--- config.mk ---
export PLATFORM = sky130hd
export DESIGN_NAME = uart_tx
export DESIGN_NICKNAME = d
export VERILOG_FILES = /design/src/rtl/uart_pkg.sv /design/src/rtl/uart_baud_tick.sv /design/src/rtl/uart_tx.sv
export SDC_FILE = /design/constraint.sdc
export NUM_CORES = 1
export LEC_CHECK = 0
export BUFFER_PORTS_ARGS = -buffer_cell sky130_fd_sc_hd__buf_2
export CAP_MARGIN = 20
export CORE_ASPECT_RATIO = 0.75
export CORE_UTILIZATION = 30
export CTS_BUF_LIST = sky130_fd_sc_hd__clkbuf_8
export CTS_CLUSTER_DIAMETER = 100
export CTS_CLUSTER_SIZE = 14
export DETAILED_ROUTE_END_ITERATION = 8
export SYNTH_ARGS = -nofsm -noshare
export SYNTH_HDL_FRONTEND = slang
export SYNTH_SLANG_ARGS = --single-unit
--- constraint.sdc ---
create_clock -name clk -period 3.05 [get_ports clk]
set_input_delay 0 -clock clk [delete_from_list [all_inputs] [get_ports clk]]
set_output_delay 0 -clock clk [all_outputs]
set_load 0.1 [all_outputs]
--- src/rtl/uart_pkg.sv ---
// Shared UART definitions: frame state encoding, bit-timing helper and line levels.
// Used by both the transmitter and the receiver.
package uart_pkg;

  typedef enum logic [1:0] {
    IDLE  = 2'd0,
    START = 2'd1,
    DATA  = 2'd2,
    STOP  = 2'd3
  } uart_state_e;

  localparam logic START_BIT  = 1'b0;
  localparam logic STOP_BIT   = 1'b1;
  localparam logic IDLE_LEVEL = 1'b1;

  // Integer division truncates; callers must ensure the result is >= 2.
  function automatic int clks_per_bit(input int clk_freq, input int baud);
    return clk_freq / baud;
  endfunction

endpackage

--- src/rtl/uart_baud_tick.sv ---
// Bit-period timer: counts 0..CLKS_PER_BIT-1 while enabled, one-clock tick at the
// terminal count, and holds at zero while disabled so every bit starts a full period.
module uart_baud_tick #(
  parameter int CLKS_PER_BIT = 10
) (
  input  logic clk,
  input  logic rst,
  input  logic en,
  output logic tick
);

  localparam int CNT_W = (CLKS_PER_BIT > 1) ? $clog2(CLKS_PER_BIT) : 1;
  localparam logic [CNT_W-1:0] CNT_MAX = CNT_W'(CLKS_PER_BIT - 1);

  logic [CNT_W-1:0] cnt_q, cnt_d;

  assign tick = en && (cnt_q == CNT_MAX);

  // NOTE: default first so every path assigns cnt_d and no latch is inferred.
  always_comb begin
    cnt_d = cnt_q + 1'b1;
    if (!en || tick) cnt_d = '0;
  end

  // NOTE: non-blocking assignments for all registered state.
  always_ff @(posedge clk or posedge rst) begin
    if (rst) cnt_q <= '0;
    else     cnt_q <= cnt_d;
  end

endmodule

--- src/rtl/uart_tx.sv ---
// UART transmitter: 1 start bit, DATA_BITS data bits LSB first, 1 stop bit.
// A byte is accepted on tx_valid && tx_ready; tx comes straight from a flop.
module uart_tx
  import uart_pkg::*;
#(
  parameter int CLK_FREQ  = 50_000_000,
  parameter int BAUD      = 115200,
  parameter int DATA_BITS = 8
) (
  input  logic                 clk,
  input  logic                 rst,
  input  logic [DATA_BITS-1:0] tx_data,
  input  logic                 tx_valid,
  output logic                 tx_ready,
  output logic                 tx,
  output logic                 busy
);

  localparam int CLKS_PER_BIT = clks_per_bit(CLK_FREQ, BAUD);
  localparam int IDX_W        = (DATA_BITS > 1) ? $clog2(DATA_BITS) : 1;
  localparam logic [IDX_W-1:0] LAST_IDX = IDX_W'(DATA_BITS - 1);

  uart_state_e          state_q, state_d;
  logic [DATA_BITS-1:0] shift_q, shift_d;
  logic [IDX_W-1:0]     idx_q, idx_d;
  logic                 tx_q, tx_d;
  logic                 bit_done;

  uart_baud_tick #(
    .CLKS_PER_BIT(CLKS_PER_BIT)
  ) u_baud_tick (
    .clk (clk),
    .rst (rst),
    .en  (state_q != IDLE),
    .tick(bit_done)
  );

  always_comb begin
    state_d = state_q;
    shift_d = shift_q;
    idx_d   = idx_q;
    tx_d    = tx_q;
    unique case (state_q)
      IDLE: begin
        tx_d = IDLE_LEVEL;
        if (tx_valid) begin
          state_d = START;
          shift_d = tx_data;
          idx_d   = '0;
          tx_d    = START_BIT;
        end
      end
      START: begin
        if (bit_done) begin
          state_d = DATA;
          tx_d    = shift_q[0];
        end
      end
      DATA: begin
        if (bit_done) begin
          shift_d = shift_q >> 1;
          if (idx_q == LAST_IDX) begin
            state_d = STOP;
            idx_d   = '0;
            tx_d    = STOP_BIT;
          end else begin
            idx_d = idx_q + 1'b1;
            tx_d  = shift_d[0];
          end
        end
      end
      STOP: begin
        if (bit_done) begin
          state_d = IDLE;
          tx_d    = IDLE_LEVEL;
        end
      end
      default: state_d = IDLE;
    endcase
  end

  // Reset forces the line high immediately, aborting any frame in flight.
  always_ff @(posedge clk or posedge rst) begin
    if (rst) begin
      state_q <= IDLE;
      shift_q <= '0;
      idx_q   <= '0;
      tx_q    <= IDLE_LEVEL;
    end else begin
      state_q <= state_d;
      shift_q <= shift_d;
      idx_q   <= idx_d;
      tx_q    <= tx_d;
    end
  end

  assign tx_ready = (state_q == IDLE);
  assign busy     = (state_q != IDLE);
  assign tx       = tx_q;

endmodule

; ---- Word-level counts from Yosys, hierarchy flattened
; Cells that the tools add are included.
[classes]
n_addsub = 2
eq_ne = 10
muxes = 20
reduce_logical = 9
[ops]
columns = op, count
row1 = 8-bit 2-to-1 mux, 2
row2 = 8-bit case mux with 2 select lines, 1
row3 = 2-bit 2-to-1 mux, 5
row4 = "9-bit by 1-bit adder with 9-bit output, second input constant", 1
row5 = "9-bit == test, second input constant", 1
row6 = 3-bit 2-to-1 mux, 3
row7 = 9-bit 2-to-1 mux, 1
row8 = 2-bit case mux with 4 select lines, 1
row9 = "2-bit by 1-bit inequality test with 1-bit output, second input constant", 3
row10 = 3-bit case mux with 2 select lines, 1
row11 = 3-bit AND reduction, 2
row12 = 1-bit 2-to-1 mux, 5
row13 = 5-bit AND reduction, 1
row14 = "2-bit == test, second input constant", 2
row15 = "2-bit inequality test, second input constant", 2
row16 = 1-bit case mux with 4 select lines, 1
row17 = 2-bit nonzero test, 2
row18 = "3-bit by 1-bit adder with 3-bit output, second input constant", 1
row19 = "3-bit == test, second input constant", 1
row20 = "2-bit by 1-bit == test with 1-bit output, second input constant", 1
row21 = 2-bit zero test, 1
row22 = 1-bit logical AND, 1
row23 = 1-bit zero test, 1
row24 = 1-bit logical OR, 1
[word_totals]
ff_bits = 23
out_inout_bits = 3
elab_cells = 46

; ---- Logic depth before layout (Yosys ltp)
; Gate-level depths: netlist of the first run.
[logic_depth]
word_depth = 4
ltp_mapped = 7

; ---- By module
; From an unflattened synthesis of the first run, not the netlist that was laid out.
[hier_totals]
cells_unflattened = 117
hier_area_um2 = 1385.1
[by_module_without_submodules]
columns = module, instances, cells_per_inst, area_per_inst_um2, seq_area_each_um2
row1 = uart_tx, 1, 68, 894.6, 351.6
row2 = uart_baud_tick, 1, 49, 490.5, 225.2

; ---- Worst setup path after synthesis of the first run
; No wires, ideal clock.
[synth_path]
path_kind = register to register
start = register state_q[0]
end = register u_baud_tick.cnt_q[2]
arrival_ns = 2.611
slack_ns = 0.308
stages_incl_launch_ff = 6
synth_period_minus_slack_ns = 2.742
cell_sequence = dfrtp_1 -> inv_1 -> ha_1 -> inv_1 -> nand2_1 -> nor2_1
[synth_via]
elab_chain_len = 4
word_cells_on_any_way = 5
classes_between = mux: 1 / reduce/logical: 4
[synth_rtl]
columns = element, line
row1 = "start, declared", uart_tx.sv:23  ; uart_state_e state_q, state_d;
row2 = "start signal, assigned", uart_tx.sv:90  ; state_q <= state_d;
row3 = 2-bit nonzero test *, -
row4 = named net busy, uart_tx.sv:16  ; output logic busy
row5 = 1-bit zero test / 1-bit logical AND (equally long branches), "uart_baud_tick.sv:22, uart_baud_tick.sv:17"
row6 = 1-bit logical OR *, uart_baud_tick.sv:22  ; if (!en || tick) cnt_d = '0;
row7 = 9-bit 2-to-1 mux *, uart_baud_tick.sv:22
row8 = named net u_baud_tick.cnt_d[2], uart_baud_tick.sv:15  ; logic [CNT_W-1:0] cnt_q, cnt_d;
row9 = "end signal, assigned", uart_baud_tick.sv:28  ; else cnt_q <= cnt_d;
row10 = "end, declared", uart_baud_tick.sv:15
; The timed path passes the listed nets; every way through them passes the cells marked *.
; A chain may end at the register's enable or synchronous reset.

; ---- Final worst setup path of the first run
[layout_path]
start = register state_q[0]
end = register shift_q[6]
[layout_via]
elab_chain_len = 4
word_cells_on_any_way = 9
classes_between = eq/ne: 3 / mux: 1 / reduce/logical: 5
[layout_rtl]
columns = element, line
row1 = 2-bit nonzero test, uart_tx.sv:34  ; .en (state_q != IDLE),
row2 = 1-bit logical AND, uart_baud_tick.sv:17  ; assign tick = en && (cnt_q == CNT_MAX);
row3 = 2-bit by 1-bit inequality test with 1-bit output (no source line), -
row4 = 3-bit AND reduction (no source line), -
row5 = "end signal, assigned", uart_tx.sv:91  ; shift_q <= shift_d;
row6 = "end, declared", uart_tx.sv:24  ; logic [DATA_BITS-1:0] shift_q, shift_d;
; Parallel ways exist; a longest one is shown, timed or not.

==> qor.txt, run 1 <==
status: finished, final reports clean
Final Wtd Congestion: 0.724
final count of negative-setup-slack endpoints: 0
Max Buffers Root-to-Sink: 2
Setup crit start kind: register
Yosys cell types: 32
final period utilization: 80.1%
area grow syn2layout: 13.5%
highest net fanout along the worst path: 15
first-pass GRT wire length: 3730 microns
async set or reset register ratio after synthesis: 100%
number of vias per cell: 4.76
internal cell power: 0.000414 W
Fin Setup TNS: 0 ns
Syn Inst Count: 108
die width: 76.8 microns
Detailed Routing Iterations Pass 1: 4
post-layout util: 37.3%
Site Rows: 19
Die Ht: 58.1 microns
slew margin rel.: 41.9%
initial DRC count: 28
Switching Share: 20.8%
Hold Path Sink: shift_q[3]
worst-path cell chain: inv_1 > ha_1 > inv_1 > nand3_1 > o31a_1 > mux2_2
clock slew seen by the registers of the worst setup and hold paths: 0.08 ns
post-synthesis sequential area ratio: 45.9%
CP dominant cell by count: inv_1
max-capacitance violation count: 0
initial antenna violation count: 0
WP depth: 6
Comb pwr share: 5.0%
hold slack: 0.0883 ns
DRC: 0
Peak VDD IR: 140 uV
Worst Path Required: 3.20 ns
clock skew: 0.00215 ns
Hold Startpoint: tx_data[3]
Worst Hold Depth: 3
post-CTS sizing: 0
Seq pwr share: 59.6%
worst slew pin tran: 0.870 ns
register bit count reported by yosys: 23
Initial Util: 32.9%
CTS Root Cell: clkbuf_8
DIE AREA: 4460 sq um
family with the most delay on the worst path: compound AO/OA/AOI/OAI gates
drt wl/cell: 12.0 microns
Setup WS pre-CTS: 0.637 ns
worst r2r dst: shift_q[6]
HPWL Detailed: 1600 microns
EDFF count, synth: 0
Psw: 0.000109 W
Post-Syn Area: 1260 sq um
Final WS setup: 0.607 ns
area occupied by registers: 577 sq um
Mapped Avg Cell Area: 11.6 sq um
crit path kind: reg -> reg
CP arrival: 2.60 ns
count of input and output buffers: 13
R2R depth: 6
clk sinks: 23
proportion of power drawn by the clock network: 35.4%
Pwr Density: 366 nW/um^2
Most used DFF post-synth: dfrtp_1
min cycle time layout: 2.44 ns
Antenna Nets Post-Route: 0
commonest non-fill, non-tap cell in the layout: dfrtp_1
RSZ-0062 raised after global routing: no
Clk Latency, worst-skew pair: 0.26 ns
area of the multi-input gates: 632 sq um
setup slack, reg-to-reg: 0.61 ns
Final Max Tran Viols: 0
FILL cells: 378
Hold-fix buffers, CTS: 1
largest net degree at the start of global routing: 24
number of buffers and inverters on the critical path: 2
most frequent cells in the layout: dfrtp_1, buf_2, inv_1, mux2_2, nor2_1
H-Tree Depth: 1
Core ar.: 3830 sq um
total grt overflow: 0
total track usage: 10.9%
# Post-CTS Setup Buffers: 0
Syn Nets: 128
vias: 837
nets@finish: 145
total wire length: 2110 microns
Final Hold Vio Count: 0
crit end category: register
Leak: 0.692 nW
Inserted Clock Buffers: 3
slowest CP cell: o31a_1
antenna cell count: 0
# IOs: 14
Min-Delay Path Class: in -> reg
fraction of layout instances using a drive strength above 1: 28.2%
vias in the first global route: 857
number of synthesis warnings: 0
Peak Freq: 409 MHz
TritonCTS clock tree: yes
crit-path max cell delay: 0.59 ns
Critical R2R Launch: state_q[0]
[cell usage after synthesis, types with 2 or more instances]
| library cell | instances | area, sq um |
|---|---|---|
| mux2i_1 | 2 | 20.0 |
| nand2_1 | 4 | 15.0 |
| xor2_1 | 2 | 17.5 |
| xnor2_1 | 4 | 35.0 |
| o21ai_0 | 2 | 10.0 |
| or3_1 | 2 | 12.5 |
| dfrtp_1 | 22 | 551 |
| nor2_1 | 10 | 37.5 |
| ha_1 | 9 | 113 |
| mux2_4 | 7 | 105 |
| nand3_1 | 4 | 20.0 |
| inv_1 | 9 | 33.8 |
| mux2_2 | 10 | 113 |
| a21oi_1 | 3 | 15.0 |
[tightest hold or removal path, delay by kind of cell]
kind / cells / cell delay [ns]
muxes: 2 / 0.25
buffers and inverters: 1 / 0.07
[final cells by class]
class,instances,share of cell area (%)
Clock inverter,1,0.263
Multi-Input combinational cell,74,44.3
Clock buffer,3,2.89
Timing Repair Buffer,14,5.26
Tap cell,52,4.56
Inverter,9,2.37
Sequential cell,23,40.4
[power by group through the flow]
stage / clock (W) / combinational, W / sequential, W
floorplan: 0 / 0.0000161 / 0.000317
global placement: 0 / 0.0000255 / 0.000318
detailed placement: 0 / 0.0000259 / 0.000318
CTS: 0.000193 / 0.0000269 / 0.000312
global route: 0.000205 / 0.0000297 / 0.000313
finish: 0.000185 / 0.0000260 / 0.000312
[layer usage]
layer  part of all wire [%]  GRT usage, %
met5                      0             0
met4                    2.3          6.59
met3                    1.6          1.42
met2                     45          18.6
met1                     51          13.4
[kinds of logic (layout without fill, tap and decap cells)]
| family | Yosys count | count (layout) | share of synthesized area [%] |
|---|---|---|---|
| AND/OR/NAND/NOR | 28 | 28 | 11.6 |
| AO/OA/AOI/OAI | 12 | 12 | 6.57 |
| multiplexers | 19 | 19 | 18.9 |
| adder cells (fa/ha/maj) | 9 | 9 | 8.96 |
| flip-flops | 23 | 23 | 45.9 |
| buffers and inverters | 11 | 27 | 3.88 |
| XOR/XNOR | 6 | 6 | 4.18 |
[registers in the layout, indices dropped and copies added, names as in the netlist]
name / flops
u_baud_tick.cnt_q: 9
shift_q: 8
idx_q: 3
state_q: 2
tx: 1
[metrics by stage]
step                      area, sq um  std cells  total power (W)
final                            1430        176         0.000523
after global routing             1430        176         0.000547
after CTS                        1430        176         0.000532
after detailed placement         1370        171         0.000344
after global placement           1370        171         0.000343
after floorplan                  1260        108         0.000333
[worst max-delay path by stage]
| stage | startpoint | slack, ns | endpoint |
|---|---|---|---|
| 2_1_floorplan | state_q[0] | 0.31 | u_baud_tick.cnt_q[2] |
| 3_5_place_dp | state_q[0] | 0.64 | shift_q[6] |
| 3_3_place_gp | state_q[0] | 0.70 | shift_q[6] |
| 4_1_cts | state_q[0] | 0.58 | shift_q[6] |
| 5_1_grt | state_q[0] | 0.38 | shift_q[6] |
| 6_report | state_q[0] | 0.61 | shift_q[6] |
No activity file was read; power rests on OpenSTA's default activity.
==> run 2, diff against run 1 <==
==> constraint.sdc (replaced) <==
create_clock -name clk -period 2.1 [get_ports clk]
set_input_delay 0 -clock clk [delete_from_list [all_inputs] [get_ports clk]]
set_output_delay 0 -clock clk [all_outputs]
set_load 0.1 [all_outputs]
==> run 2 against run 1 <==
Compared with the run above:
- total power rose by 46%
- highest routed layer unchanged
- non-clock buffer count grew 2
- count of clock-buffer cells in the layout did not move
- via count shrank 2.6%
- critical path depth is the same
- combinational power increased by 44%
- die area is the same
- register-to-register slack worse by 0.53 ns
- sequential power increased by 46%
- core utilization rose by 1.2 points
==> qor.txt, run 2 (synthesis results as in run 1) <==
Worst Path Required: 2.25 ns (-0.95 ns)
DRC: 0 (unchanged)
area occupied by registers: 577 sq um (unchanged)
final count of negative-setup-slack endpoints: 0 (unchanged)
Max Buffers Root-to-Sink: 2 (unchanged)
count of input and output buffers: 13 (unchanged)
clock skew: 0.00422 ns (+0.00207 ns)
nets@finish: 147 (+1.4%)
Final Hold Vio Count: 0 (unchanged)
RSZ-0062 raised after global routing: no
Final Wtd Congestion: 0.750 (+3.5%)
Reg with most FFs: u_baud_tick.cnt_q
met2 GRT Util: 20.3% (+1.7 points)
Pwr Density: 519 nW/um^2 (+42%)
Core ar.: 3830 sq um (unchanged)
Peak VDD IR: 230 uV (+64%)
biggest regs: u_baud_tick.cnt_q: 9 flops, shift_q: 8 flops, idx_q: 3 flops
TritonCTS clock tree: yes
Final WS setup: 0.0736 ns (-0.533 ns)
clk sinks: 23 (unchanged)
met3 Use GR: 2.83% (+1.4 points)
post-layout util: 38.5% (+1.2 points)
Setup WS pre-CTS: 0.00672 ns (-0.630 ns)
busiest grt layer: met2
min cycle time layout: 2.03 ns (-0.417 ns)
HPWL Detailed: 1740 microns (+9.1%)
Antenna Nets Post-Route: 0 (unchanged)
crit end category: register
Clk Latency, worst-skew pair: 0.26 ns (about the same)
vias: 815 (-2.6%)
max-capacitance violation count: 0 (unchanged)
Die Ht: 58.1 microns (unchanged)
number of vias per cell: 4.58 (-3.7%)
Initial Util: 32.9% (unchanged)
commonest non-fill, non-tap cell in the layout: dfrtp_1
Min-Delay Path Class: in -> reg
CP arrival: 2.18 ns (-0.42 ns)
Site Rows: 19 (unchanged)
area of the multi-input gates: 657 sq um (+4.0%)
total wire length: 2280 microns (+7.8%)
# Post-CTS Setup Buffers: 0 (unchanged)
initial antenna violation count: 0 (unchanged)
Leak: 0.702 nW (+1.5%)
worst slew pin tran: 0.882 ns (+0.0122 ns)
Inserted Clock Buffers: 3 (unchanged)
Setup crit start kind: register
drt wl/cell: 12.8 microns (+6.6%)
most frequent cells in the layout: dfrtp_1, buf_2, mux2_2, nor2_1, inv_1
crit path kind: reg -> reg
met1 Resource Use GR: 13.4% (-0.019 points)
Detailed Routing Iterations Pass 1: 5 (+1)
Final Max Tran Viols: 0 (unchanged)
slew margin rel.: 41.1% (-0.81 points)
total track usage: 11.5% (+0.54 points)
final period utilization: 96.5% (+16 points)
die width: 76.8 microns (unchanged)
fraction of layout instances using a drive strength above 1: 34.9% (+6.7 points)
clock slew seen by the registers of the worst setup and hold paths: 0.08 ns (about the same)
status: finished, final reports clean
DIE AREA: 4460 sq um (unchanged)
# IOs: 14 (unchanged)
H-Tree Depth: 1 (unchanged)
CTS Root Cell: clkbuf_8
vias in the first global route: 849 (-0.93%)
highest net fanout along the worst path: 4 (-11)
Largest register FFs: 9 (unchanged)
initial DRC count: 40 (+43%)
antenna cell count: 0 (unchanged)
Fin Setup TNS: 0 ns (unchanged)
FILL cells: 360 (-4.8%)
area grow syn2layout: 17.1%
largest net degree at the start of global routing: 24 (unchanged)
Peak Freq: 493 MHz (+21%)
total grt overflow: 0 (unchanged)
first-pass GRT wire length: 3910 microns (+4.8%)
[run 2: power by group]
part / internal, W / switching [W]
Clock: 0.000132 / 0.000141
Sequential: 0.000449 / 0.00000421
Combinational: 0.0000218 / 0.0000156
Total: 0.000604 / 0.000161
[run 2: final cells by class]
class / count / area share (%)
Tap cell: 52 / 4.42
Sequential cell: 23 / 39.2
Inverter: 9 / 2.55
Multi-Input combinational cell: 74 / 44.6
Clock buffer: 3 / 2.80
Clock inverter: 1 / 0.340
Timing Repair Buffer: 16 / 6.12
[run 2: final timing paths]
| check | slack (ns) | cells past startpoint | to | from |
|---|---|---|---|---|
| hold / removal | 0.09 | 3 | shift_q[4] | tx_data[4] |
| setup reg to reg | 0.07 | 6 | state_q[1] | state_q[1] |
| max in group asynchronous | 1.09 | 3 | shift_q[0] | rst |
| hold reg to reg | 0.49 | 1 | shift_q[7] | shift_q[7] |
| setup / recovery | 0.07 | 6 | state_q[1] | state_q[1] |
| min in group asynchronous | 0.46 | 3 | u_baud_tick.cnt_q[7] | rst |
[run 2: timing repair]
action	4_1_cts	5_1_grt
cloned	0	0
resized for setup	1	3
endpoints found under the hold margin	22	0
setup endpoints to repair	1	2
hold buffers	1	0
[run 2: per-layer routing]
| layer | part of all wire, % | vias to the layer above |
|---|---|---|
| met4 | 1.2 | 0 |
| met2 | 51 | 9 |
| li1 | - | 407 |
| met1 | 46 | 397 |
| met3 | 2.0 | 2 |
| met5 | 0 | - |
[run 2: metrics by stage]
stage | cell area [sq um] | cells | power [W] | hold slack [ns]
detailed placement | 1400 | 173 | 0.000499 | 0.241
floorplan | 1270 | 108 | 0.000484 | 0.00118
global route | 1470 | 178 | 0.000802 | 0.0939
CTS | 1460 | 178 | 0.000781 | 0.0866
global placement | 1400 | 173 | 0.000498 | 0.235
finish | 1470 | 178 | 0.000765 | 0.0921
[run 2: worst max-delay path: stages, from the launching register on]
cell	delay, ns
dfrtp_1	0.41
inv_1	0.12
ha_1	0.21
or3_4	0.36
a221o_1	0.32
a21oi_2	0.15
mux2_2	0.35
